### config.mk
export PLATFORM = sky130hd
export DESIGN_NAME = fir_sym_serial
export DESIGN_NICKNAME = d
export VERILOG_FILES = /design/src/rtl/fir_pkg.sv /design/src/rtl/sat_round_fp.sv /design/src/rtl/fir_sym_serial.sv
export SDC_FILE = /design/constraint.sdc
export NUM_CORES = 1
export LEC_CHECK = 0
export ABC_AREA = 1
export CORE_MARGIN = 1
export CORE_UTILIZATION = 70
export DETAILED_ROUTE_END_ITERATION = 12
export PLACE_DENSITY = 0.89
export SYNTH_ARGS = -nofsm -noshare
export SYNTH_HDL_FRONTEND = slang
export SYNTH_SLANG_ARGS = --single-unit
### constraint.sdc
create_clock -name i_clk -period 18.25 [get_ports i_clk]
set_input_delay 1.825 -clock i_clk [delete_from_list [all_inputs] [get_ports i_clk]]
set_output_delay 1.825 -clock i_clk [all_outputs]
set_load 0.03 [all_outputs]
### src/rtl/fir_pkg.sv
`default_nettype none
// +----------------------------------------------------------------------+
// | fir_pkg                                                              |
// | Shared definitions for the serial symmetric FIR: Q-format width      |
// | helpers and the sequencer state encoding.                            |
// | Revision: 1.0 - initial release                                      |
// +----------------------------------------------------------------------+
package fir_pkg;

  typedef enum logic [1:0] {
    ST_IDLE = 2'd0,
    ST_MAC  = 2'd1,
    ST_DONE = 2'd2
  } fir_state_t;

  // Ceiling log2; clog2(1) = 0.
  function automatic int clog2(input int value);
    int r;
    int v;
    r = 0;
    v = value - 1;
    while (v > 0) begin
      r = r + 1;
      v = v >> 1;
    end
    return r;
  endfunction

  // Index width for a table of n entries, never narrower than one bit.
  function automatic int addr_w(input int n);
    return (clog2(n) < 1) ? 1 : clog2(n);
  endfunction

  // (x + x') * c : one growth bit from the pre-add, sign-by-sign product.
  function automatic int prod_w(input int nb_in, input int nb_coef);
    return nb_in + nb_coef + 1;
  endfunction

  function automatic int prod_frac(input int nb_in, input int nb_coef);
    return nb_in + nb_coef - 2;
  endfunction

  // Room for nhalf products without overflow.
  function automatic int acc_w(input int nb_in, input int nb_coef, input int nhalf);
    return prod_w(nb_in, nb_coef) + clog2(nhalf);
  endfunction

endpackage
`default_nettype wire

### src/rtl/sat_round_fp.sv
`default_nettype none
// +----------------------------------------------------------------------+
// | sat_round_fp                                                         |
// | Combinational fixed-point converter Q(NB_XI,NBF_XI) -> Q(NB_XO,      |
// | NBF_XO). Drops fractional bits (NBF_XI >= NBF_XO), then saturates.   |
// | FIR_SYM_SERIAL_ROUND_EN defined: round half up before dropping;      |
// | otherwise truncate toward minus infinity.                            |
// | Ports: i_data - signed input word, o_data - signed converted word.   |
// | Revision: 1.0 - initial release                                      |
// +----------------------------------------------------------------------+
module sat_round_fp #(
  parameter int NB_XI  = 34,
  parameter int NBF_XI = 30,
  parameter int NB_XO  = 18,
  parameter int NBF_XO = 15
) (
  input  logic [NB_XI-1:0] i_data,
  output logic [NB_XO-1:0] o_data
);

  localparam int c_drop = NBF_XI - NBF_XO;
  // One guard bit so the rounding increment can never wrap.
  localparam int c_nb_s = NB_XI + 1 - c_drop;

  logic signed [NB_XI:0]    w_ext;
  logic signed [c_nb_s-1:0] w_scaled;

  assign w_ext = {i_data[NB_XI-1], i_data};

  generate
    if (c_drop > 0) begin : g_drop
      logic signed [NB_XI:0] w_biased;
`ifdef FIR_SYM_SERIAL_ROUND_EN
      localparam logic [NB_XI:0] c_half = {{NB_XI{1'b0}}, 1'b1} << (c_drop - 1);
      assign w_biased = w_ext + $signed(c_half);
`else
      assign w_biased = w_ext;
`endif
      assign w_scaled = c_nb_s'(w_biased >>> c_drop);
    end else begin : g_nodrop
      assign w_scaled = w_ext;
    end
  endgenerate

  generate
    if (c_nb_s > NB_XO) begin : g_sat
      logic [c_nb_s-NB_XO:0] w_top;
      logic                  w_ovf;
      // In range only when every bit above the output MSB copies the sign.
      assign w_top = w_scaled[c_nb_s-1:NB_XO-1];
      assign w_ovf = !((&w_top) || !(|w_top));
      always_comb begin
        o_data = w_scaled[NB_XO-1:0];
        if (w_ovf) begin
          o_data = w_scaled[c_nb_s-1] ? {1'b1, {(NB_XO-1){1'b0}}}
                                      : {1'b0, {(NB_XO-1){1'b1}}};
        end
      end
    end else begin : g_ext
      assign o_data = NB_XO'(w_scaled);
    end
  endgenerate

endmodule
`default_nettype wire

### src/rtl/fir_sym_serial.sv
`default_nettype none
// +----------------------------------------------------------------------+
// | fir_sym_serial                                                       |
// | Time-multiplexed symmetric FIR: one pre-adder and one multiplier     |
// | walk the NTAPS/2 coefficient pairs serially per accepted sample.     |
// | Output rounding selected by FIR_SYM_SERIAL_ROUND_EN (else truncate). |
// | Ports:                                                               |
// |   i_clk, i_rst_n (async, active low)                                 |
// |   i_data/i_valid/o_ready   - sample input handshake                  |
// |   i_coef_we/addr/data      - coefficient programming                 |
// |   o_data/o_valid           - filtered sample, one-cycle strobe       |
// | Revision: 1.0 - initial release                                      |
// +----------------------------------------------------------------------+
module fir_sym_serial
  import fir_pkg::*;
#(
  parameter int NB_INPUT   = 16,
  parameter int NB_COEF    = 16,
  parameter int NB_OUTPUT  = 18,
  parameter int NBF_OUTPUT = 15,
  parameter int NTAPS      = 4
) (
  input  logic                              i_clk,
  input  logic                              i_rst_n,
  input  logic [NB_INPUT-1:0]               i_data,
  input  logic                              i_valid,
  output logic                              o_ready,
  input  logic                              i_coef_we,
  input  logic [addr_w(NTAPS/2)-1:0]        i_coef_addr,
  input  logic [NB_COEF-1:0]                i_coef_data,
  output logic [NB_OUTPUT-1:0]              o_data,
  output logic                              o_valid
);

  localparam int c_nhalf    = NTAPS / 2;
  localparam int c_aw       = addr_w(c_nhalf);
  localparam int c_nb_pre   = NB_INPUT + 1;
  localparam int c_nb_prod  = prod_w(NB_INPUT, NB_COEF);
  localparam int c_nbf_prod = prod_frac(NB_INPUT, NB_COEF);
  localparam int c_nb_acc   = acc_w(NB_INPUT, NB_COEF, c_nhalf);

  fir_state_t r_state;
  fir_state_t w_state_next;

  logic signed [NB_INPUT-1:0]  r_x    [NTAPS];
  logic signed [NB_COEF-1:0]   r_coef [c_nhalf];
  logic        [c_aw-1:0]      r_k;
  logic signed [c_nb_acc-1:0]  r_acc;
  logic        [NB_OUTPUT-1:0] r_data;
  logic                        r_valid;

  logic signed [c_nb_pre-1:0]  w_pair;
  logic signed [NB_COEF-1:0]   w_coef;
  logic signed [c_nb_prod-1:0] w_prod;
  logic        [NB_OUTPUT-1:0] w_conv;
  logic                        w_ready;
  logic                        w_accept;
  logic                        w_last;

  // ---------------------------------------------------------------- FSM
  always_ff @(posedge i_clk or negedge i_rst_n) begin
    if (!i_rst_n) r_state <= ST_IDLE;
    else          r_state <= w_state_next;
  end

  assign w_last = (32'(r_k) == c_nhalf - 1);

  always_comb begin
    w_state_next = r_state;
    w_ready      = 1'b0;
    case (r_state)
      ST_IDLE: begin
        w_ready = 1'b1;
        if (i_valid) w_state_next = ST_MAC;
      end
      ST_MAC:  if (w_last) w_state_next = ST_DONE;
      ST_DONE: w_state_next = ST_IDLE;
      default: w_state_next = ST_IDLE;
    endcase
  end

  assign w_accept = w_ready && i_valid;

  // ------------------------------------------------ shared pre-add / MAC
  // Coefficients are read live, so a write landing before its index is
  // consumed still affects the sample in flight.
  always_comb begin
    w_coef = '0;
    w_pair = '0;
    for (int i = 0; i < c_nhalf; i++) begin
      if (32'(r_k) == i) begin
        w_coef = r_coef[i];
        w_pair = c_nb_pre'(r_x[i]) + c_nb_pre'(r_x[NTAPS-1-i]);
      end
    end
  end

  assign w_prod = c_nb_prod'(w_pair) * c_nb_prod'(w_coef);

  always_ff @(posedge i_clk or negedge i_rst_n) begin
    if (!i_rst_n) begin
      for (int i = 0; i < NTAPS; i++)   r_x[i]    <= '0;
      for (int i = 0; i < c_nhalf; i++) r_coef[i] <= '0;
      r_k     <= '0;
      r_acc   <= '0;
      r_data  <= '0;
      r_valid <= 1'b0;
    end else begin
      r_valid <= 1'b0;
      if (w_accept) begin
        r_x[0] <= i_data;
        for (int i = 1; i < NTAPS; i++) r_x[i] <= r_x[i-1];
        r_acc <= '0;
        r_k   <= '0;
      end
      if (r_state == ST_MAC) begin
        r_acc <= r_acc + c_nb_acc'(w_prod);
        r_k   <= r_k + c_aw'(1);
      end
      if (r_state == ST_DONE) begin
        r_data  <= w_conv;
        r_valid <= 1'b1;
      end
      // Out-of-range addresses match no entry and are dropped.
      for (int i = 0; i < c_nhalf; i++) begin
        if (i_coef_we && (32'(i_coef_addr) == i)) r_coef[i] <= i_coef_data;
      end
    end
  end

  sat_round_fp #(
    .NB_XI  (c_nb_acc),
    .NBF_XI (c_nbf_prod),
    .NB_XO  (NB_OUTPUT),
    .NBF_XO (NBF_OUTPUT)
  ) u_conv (
    .i_data (r_acc),
    .o_data (w_conv)
  );

  assign o_ready = w_ready;
  assign o_data  = r_data;
  assign o_valid = r_valid;

endmodule
`default_nettype wire

# Word level (Yosys, flattened, before mapping)
# Index checks and enable logic that the tools add are counted.
dict set report totals {
  inputBits 37
  register_bits 152
  elab_cells 44
}
dict set report classes {
  n_mux 13
  multipliers 1
  reduce_logical 10
  add_sub_neg 4
  eq_ne 4
  bitwise_logic 1
}
# cell count
set ops {}
lappend ops {{34-bit two-way mux} 2}
lappend ops {{18-bit two-way mux} 2}
lappend ops {{16-bit by 16-bit adder with 17-bit output} 2}
lappend ops {{34-bit by 33-bit adder with 34-bit output} 1}
lappend ops {{17-bit by 16-bit multiplier with 33-bit output} 1}
lappend ops {{17-bit two-way mux} 1}
lappend ops {{16-bit two-way mux} 1}
lappend ops {{1-bit two-way mux} 4}
lappend ops {{2-bit two-way mux} 2}
lappend ops {{2-bit inequality test, second input constant} 2}
lappend ops {{2-bit one-hot mux with 2 select lines} 1}
lappend ops {{2-bit AND reduction} 2}
lappend ops {{1-bit logical AND} 3}
lappend ops {{2-bit by 1-bit equality test with 1-bit output, second input constant} 1}
lappend ops {{2-bit equality test, second input constant} 1}
lappend ops {{2-bit zero test} 1}
lappend ops {{2-bit nonzero test} 1}
lappend ops {{2-bit OR reduction} 1}
lappend ops {{1-bit adder, second input constant} 1}
lappend ops {{1-bit zero test} 1}
lappend ops {{1-bit logical OR} 1}
lappend ops {{1-bit NOT} 1}

# Longest topological paths before layout
# Gate-level depths: netlist (run 1).
dict set report depth {
  word_depth 5
  mapped_depth 40
  depth_no_buf 40
}

# Hierarchy
# A second synthesis (run 1) with hierarchy kept.
dict set report unflattened {
  cells_unflattened 2478
  area_unflattened_um2 19951.6
}
# module cells_each seq_area_each_um2 area_each_um2 n_inst
set modules_own_cells {}
lappend modules_own_cells {fir_sym_serial 2436 3803.6 19696.4 1}
lappend modules_own_cells {sat_round_fp 42 0.0 255.2 1}

# Worst setup path after synthesis (run 1)
# OpenSTA, ideal clock, no wires.
dict set report synth_timing {
  path_type {reg-to-reg}
  start {register r_x[0] (netlist bit)}
  end {register r_acc[33]}
  synth_period_minus_slack_ns 6.775
  path_buffers 1
  stages_incl_launch_ff 35
  arrival_time_ns 6.657
  t_required_ns 18.132
  setup_time_ns 0.118
  slack_ns 11.475
  cell_sequence {dfrtp_1 > ha_1 > inv_1 > fa_1 > nand3b_1 > nand2_1 > nand2_1 > nand2_2 > nand2_1 > nand2_1 > nand2_1 > nand3_1 > nand2_1 > buf_2 > nor2_1 > inv_1 > fa_1 > inv_1 > fa_1 > fa_1 > fa_1 > fa_1 > inv_1 > fa_1 > inv_1 > ha_1 > a21oi_1 > o21ai_0 > nand2_1 > o211a_1 > o21ai_0 > a21oi_1 > nand3_1 > nand3_1 > nand2_1}
}
dict set report synth_via {
  elab_chain_len 5
}
# element line
set synth_rtl {}
lappend synth_rtl {{from (decl)} fir_sym_serial.sv:45} ;# logic signed [NB_INPUT-1:0] r_x [NTAPS];
lappend synth_rtl {{16-bit by 16-bit adder with 17-bit output} fir_sym_serial.sv:93} ;# w_pair = c_nb_pre'(r_x[i]) + c_nb_pre'(r_x[NTAPS-1-i]);
lappend synth_rtl {{17-bit two-way mux} fir_sym_serial.sv:91} ;# if (32'(r_k) == i) begin
lappend synth_rtl {{17-bit by 16-bit multiplier with 33-bit output} fir_sym_serial.sv:98} ;# assign w_prod = c_nb_prod'(w_pair) * c_nb_prod'(w_coef);
lappend synth_rtl {{34-bit by 33-bit adder with 34-bit output} fir_sym_serial.sv:117} ;# r_acc <= r_acc + c_nb_acc'(w_prod);
lappend synth_rtl {{34-bit two-way mux} fir_sym_serial.sv:116} ;# if (r_state == ST_MAC) begin
lappend synth_rtl {{to (signal assigned)} fir_sym_serial.sv:117}
lappend synth_rtl {{to (decl)} fir_sym_serial.sv:48} ;# logic signed [c_nb_acc-1:0] r_acc;
# No other way between the ends.
# A chain may end at the register's enable or synchronous reset.

# Worst setup path after layout (run 1)
dict set report layout_timing {
  start {register r_x[32] (netlist bit)}
  end {register r_acc[31]}
}
# Same word-level chain as after synthesis.

==> impl_metrics.toml, run 1 <==
[clock_network]
cts_resized = 0
post_cts_buffers = 0
clk-insertion-delay-late_ns = 0.44
cts-htree-levels = 4
clock_path_buffers = 2
cts_sinks = 152
cts.clk_slew.worst_paths_ns = 0.08
cts_buffers = 17
cts_tree = "built"
ctsHoldBuffers = 0
clk_root_buffer_cell = "clkbuf_16"

[timing]
finalSetupViolations = 0
fin_setup_tns_ns = 0
hold_viol_final = 0
finalCritPeriodShare = 0.441
slew_headroom = 0.277
rsz0062_at_grt = "no"
final_max_slew_viol_count = 0
worstMarginPinSlew_ns = 1.08
skew_ns = 0.0165
fmax_ghz = 0.124
finalCriticalPeriod_ns = 8.05
fin_ws_ns = 10.20

[place]
gp_congestion = 0.985
dp_slack_ns = 10.48
dpl-instance-area_sq_um = 20600
place_hpwl_mm = 41.7
io_buffer_count = 56

[layout]
layout_common_cells = "612 x inv_1, 472 x nand2_1, 316 x fa_1"
nFillCells = 1827
fin_area_sq_um = 21100
fin_util = 0.776
nets = 2958
layout-drive-gt1-share = 0.0439
area_growth_pct = 7.82
final_common_cell = "inv_1"

[setup_path]
slowest_stage = "fa_1"
r2r-end = "r_acc[31]$_DFFE_PN0P_"
rr_worst_depth = 36
path_delay_family = "adder cells"
worstSetupPathType = "reg2reg"
start_kind = "flip-flop"
rrSetupSlack_ns = 10.20
cpPeakStageDelay_ns = 0.68
crit_required_ns = 18.61
end_kind = "flip-flop"
cp-endpoint = "r_acc[31]$_DFFE_PN0P_"
crit_start = "r_x[32]$_DFFE_PN0P_"
cp.depth = 36
crit_fanout = 12
crit_arrival_ns = 8.41
timing.rr.start = "r_x[32]$_DFFE_PN0P_"
cp.buffers_inverters = 9

[synthesis]
yosysSeqAreaShare = 0.194
synth_nets = 2921
yosysWarnings = 0
ys_types = 43
synthFlopType = "dfrtp_1"
syn_area_per_cell_sq_um = 8.06
postSynth.asyncResetShare = 1.00
ys_ff_latch = 152
netlist_area_sq_um = 19600
synth-edff-count = 0
syn_inst = 2432

[hold_path]
holdPathStages = 2
hold_path_class = "reg2reg"

[floorplanning]
start_util = 0.720
io-pin-count = 57
die_h_microns = 169
dieArea_sq_um = 28700
core_area_sq_um = 27300
rows = 60
die_width_microns = 169

[grt]
grt_pass1_vias = 17400
antenna_found_initial = 1
grt.overflow.total = 0
grt_max_degree = 131
grt_pass1_wl_mm = 87.2
grt_usage = 0.394

[routing]
drt_wl_total_mm = 52.2
drt_iter0_markers = 1773
vias = 16300
wl_per_cell_microns = 18.3
remaining_drc_errors = 0
ant_nets = 0
first_pass_iters = 9
viasPerCell = 5.70

[run]
cap_violations = 0

[outcome]
status = "complete, no violations"
cell families (layout without fill, tap and decap cells):
| logic type | Yosys count | after routing | share of synthesized area |
|---|---|---|---|
| and+or+nand+nor | 820 | 820 | 0.169 |
| xor gates and xnor gates | 19 | 19 | 0.00849 |
| AOI/OAI and AO/OA | 312 | 312 | 0.0890 |
| DFF | 152 | 152 | 0.194 |
| adders and majority gates | 452 | 452 | 0.409 |
| other | 0 | 1 | 0 |
| buffers and inverters | 677 | 726 | 0.130 |
per-stage QoR:
step	hold WS (ns)	std cells
floorplan	0.446	2432
global placement	0.466	2822
detailed placement	0.475	2822
CTS	0.491	2853
global route	0.515	2853
finish	0.492	2854
cell usage after synthesis, types with 9 or more instances:
| library cell | n | share of area |
|---|---|---|
| o21ai_0 | 127 | 0.032 |
| nor3_1 | 11 | 0.0028 |
| inv_1 | 612 | 0.12 |
| xor2_1 | 11 | 0.0049 |
| clkbuf_1 | 46 | 0.0088 |
| a21oi_1 | 116 | 0.030 |
| nand3_1 | 45 | 0.011 |
| fa_1 | 316 | 0.32 |
| o21ai_1 | 13 | 0.0033 |
| dfrtp_1 | 152 | 0.19 |
| nand2_1 | 473 | 0.091 |
| ha_1 | 136 | 0.087 |
| a21o_1 | 9 | 0.0034 |
| nor2_1 | 250 | 0.048 |
layer usage:
layer / up-vias / global-route usage / wire, microns
met3: 192 / 0.0970 / 5770
met1: 7812 / 0.521 / 20300
met4: 0 / 0.157 / 2170
li1: 7288 / - / -
met2: 975 / 0.631 / 24000
met5: - / 0 / 0
flip-flops by register name, indices dropped and copies added, names as in the netlist:
signal and count:
r_state 2, o_valid 1, r_x 64, r_acc 34, r_k 1, r_coef 32
o_data 18
area by class of cell:
type | instances | area (sq um) | share of cell area
Timing Repair Buffer | 75 | 704 | 0.0333
Tap cell | 372 | 465 | 0.0220
Sequential cell | 152 | 3800 | 0.180
Inverter | 620 | 2330 | 0.110
Antenna cell | 1 | 2.50 | 0.000118
Clock inverter | 13 | 138 | 0.00651
Multi-Input combinational cell | 1603 | 13300 | 0.627
Clock buffer | 18 | 439 | 0.0208
worst register-to-register path: cells and delay by family (launching register included):
family | cells | cell delay [ns]
buffers and inverters | 9 | 0.70
flip-flops | 1 | 0.38
adder cells (fa/ha/maj) | 9 | 4.42
AND/OR/NAND/NOR | 17 | 2.30
AO/OA/AOI/OAI | 1 | 0.17
how the worst min path moves through the flow:
stage,startpoint,endpoint,slack (ns)
after floorplan,r_coef[14]$_DFFE_PN0P_,r_coef[14]$_DFFE_PN0P_,0.45
after global placement,r_coef[7]$_DFFE_PN0P_,r_coef[7]$_DFFE_PN0P_,0.47
after detailed placement,r_coef[8]$_DFFE_PN0P_,r_coef[8]$_DFFE_PN0P_,0.47
after CTS,r_coef[15]$_DFFE_PN0P_,r_coef[15]$_DFFE_PN0P_,0.49
after global routing,r_coef[18]$_DFFE_PN0P_,r_coef[18]$_DFFE_PN0P_,0.51
final,r_coef[8]$_DFFE_PN0P_,r_coef[8]$_DFFE_PN0P_,0.49
Power of run 1 is not shown: default switching activity piles up to over one toggle a cycle in this logic, so the estimate is an artifact.
==> run 2, diff against run 1 <==
CORE_UTILIZATION = 65   (was 70)
PLACE_DENSITY = 0.83   (was 0.89)
clock period = 7.44 ns   (was 18.25 ns; I/O delays follow)
==> impl_metrics.toml, run 2 (same netlist as run 1, synthesis figures left out) <==
[layout]
n_antenna_cell = 0
fin_util = 0.744
area_growth_pct = 12.5
layout-drive-gt1-share = 0.101
top_register = "r_x"
regArea_sq_um = 3800
nets = 3005
nFillCells = 2181
top_regs = "r_x (64), r_acc (34), r_coef (32)"
final_common_cell = "inv_1"
largest_reg_flops = 64
multi_input_comb_area_sq_um = 13700
finalNonFillerCells = 2919
layout_common_cells = "604 x inv_1, 459 x nand2_1, 305 x fa_1"

[place]
placed_cells = 2870
io_buffer_count = 56
gp_congestion = 0.979
place_hpwl_mm = 41.5

[setup_path]
crit_start = "r_x[0]$_DFFE_PN0P_"
crit_arrival_ns = 7.50
crit_required_ns = 7.77
cpPeakStageDelay_ns = 0.57
start_kind = "flip-flop"
slowest_stage = "fa_1"
timing.rr.start = "r_x[0]$_DFFE_PN0P_"
worstSetupPathType = "reg2reg"
end_kind = "flip-flop"
crit_fanout = 8
rrSetupSlack_ns = 0.28

[outcome]
status = "complete, no violations"

[floorplanning]
core_area_sq_um = 29600
die_h_microns = 176
start_util = 0.662
dieArea_sq_um = 30900
rows = 63
die_width_microns = 176
io-pin-count = 57

[routing]
ant_nets = 0
viasPerCell = 5.49
top_layer_used = "met4"
remaining_drc_errors = 0
wl_met3_mm = 4.38
drt_iter0_markers = 1250
wl_met1_mm = 21.8
vias = 16000
drt_wl_total_mm = 51.3
first_pass_iters = 6
wl_met2_mm = 23.5
wl_per_cell_microns = 17.6

[clock_network]
cts_sinks = 152
clock_path_buffers = 2
cts-htree-levels = 4
cts_buffers = 17
cts.clk_slew.worst_paths_ns = 0.07
ctsHoldBuffers = 0
cts_tree = "built"
clk_root_buffer_cell = "clkbuf_16"
clk-insertion-delay-late_ns = 0.45

[timing]
rsz0062_at_grt = "yes"
final_max_slew_viol_count = 0
hold_viol_final = 0
finalSetupViolations = 0
fin_setup_tns_ns = 0
finalCriticalPeriod_ns = 7.16
skew_ns = 0.0200
fmax_ghz = 0.140
finalCritPeriodShare = 0.963
slew_headroom = 0.287
whs_ns = 0.328
worstMarginPinSlew_ns = 1.07

[grt]
grt_usage = 0.350
grt_pass1_wl_mm = 83.3
grt.overflow.total = 0
grt_max_degree = 89
grt_pass1_vias = 16500
antenna_found_initial = 0

[run]
cap_violations = 0

[hold_path]
hold_path_class = "in2async"
==> run 2: per-stage QoR <==
step,worst slack [ns],instance area (sq um)
2_1_floorplan,0.665,19600
3_3_place_gp,-0.140,20800
3_5_place_dp,-0.198,20800
4_1_cts,0.0135,21400
5_1_grt,-0.0864,22100
6_report,0.278,22100
==> run 2: critical path: cells and delay by family (launching register included) <==
kind / cells / cell delay (ns)
fa+ha+maj: 9 / 3.86
simple gates: 15 / 1.74
buf+inv: 8 / 0.63
compound gates: 4 / 0.45
flops: 1 / 0.37
==> run 2: layout make-up <==
| type | count | area share |
|---|---|---|
| clock buffers | 18 | 0.0199 |
| inverters | 620 | 0.106 |
| multi-input cells | 1605 | 0.623 |
| well taps | 390 | 0.0221 |
| flip-flops and latches | 152 | 0.172 |
| repair buffers | 120 | 0.0493 |
| clock inverters | 14 | 0.00681 |
==> run 2: per-layer routing <==
layer	up-vias	GRT usage
li1	7400	-
met1	7808	0.491
met2	693	0.547
met3	115	0.0662
met4	0	0.125
met5	-	0
==> run 2: worst paths after layout <==
check	to	cells past startpoint
max in group asynchronous	o_data[5]$_DFFE_PN0P_	2
max	r_acc[24]$_DFFE_PN0P_	36
min in group i_clk	r_coef[15]$_DFFE_PN0P_	2
min	r_coef[6]$_DFFE_PN0P_	1
min reg2reg	r_coef[15]$_DFFE_PN0P_	2
max reg2reg	r_acc[24]$_DFFE_PN0P_	36
==> run 2: timing repair <==
item / in CTS / in global routing
endpoints found under the setup margin: 8 / 20
setup buffers: 0 / 15
gates cloned: 0 / 2
pin swaps: 0 / 34
gates resized for setup: 6 / 128
Power of run 2 is left out for the same reason.
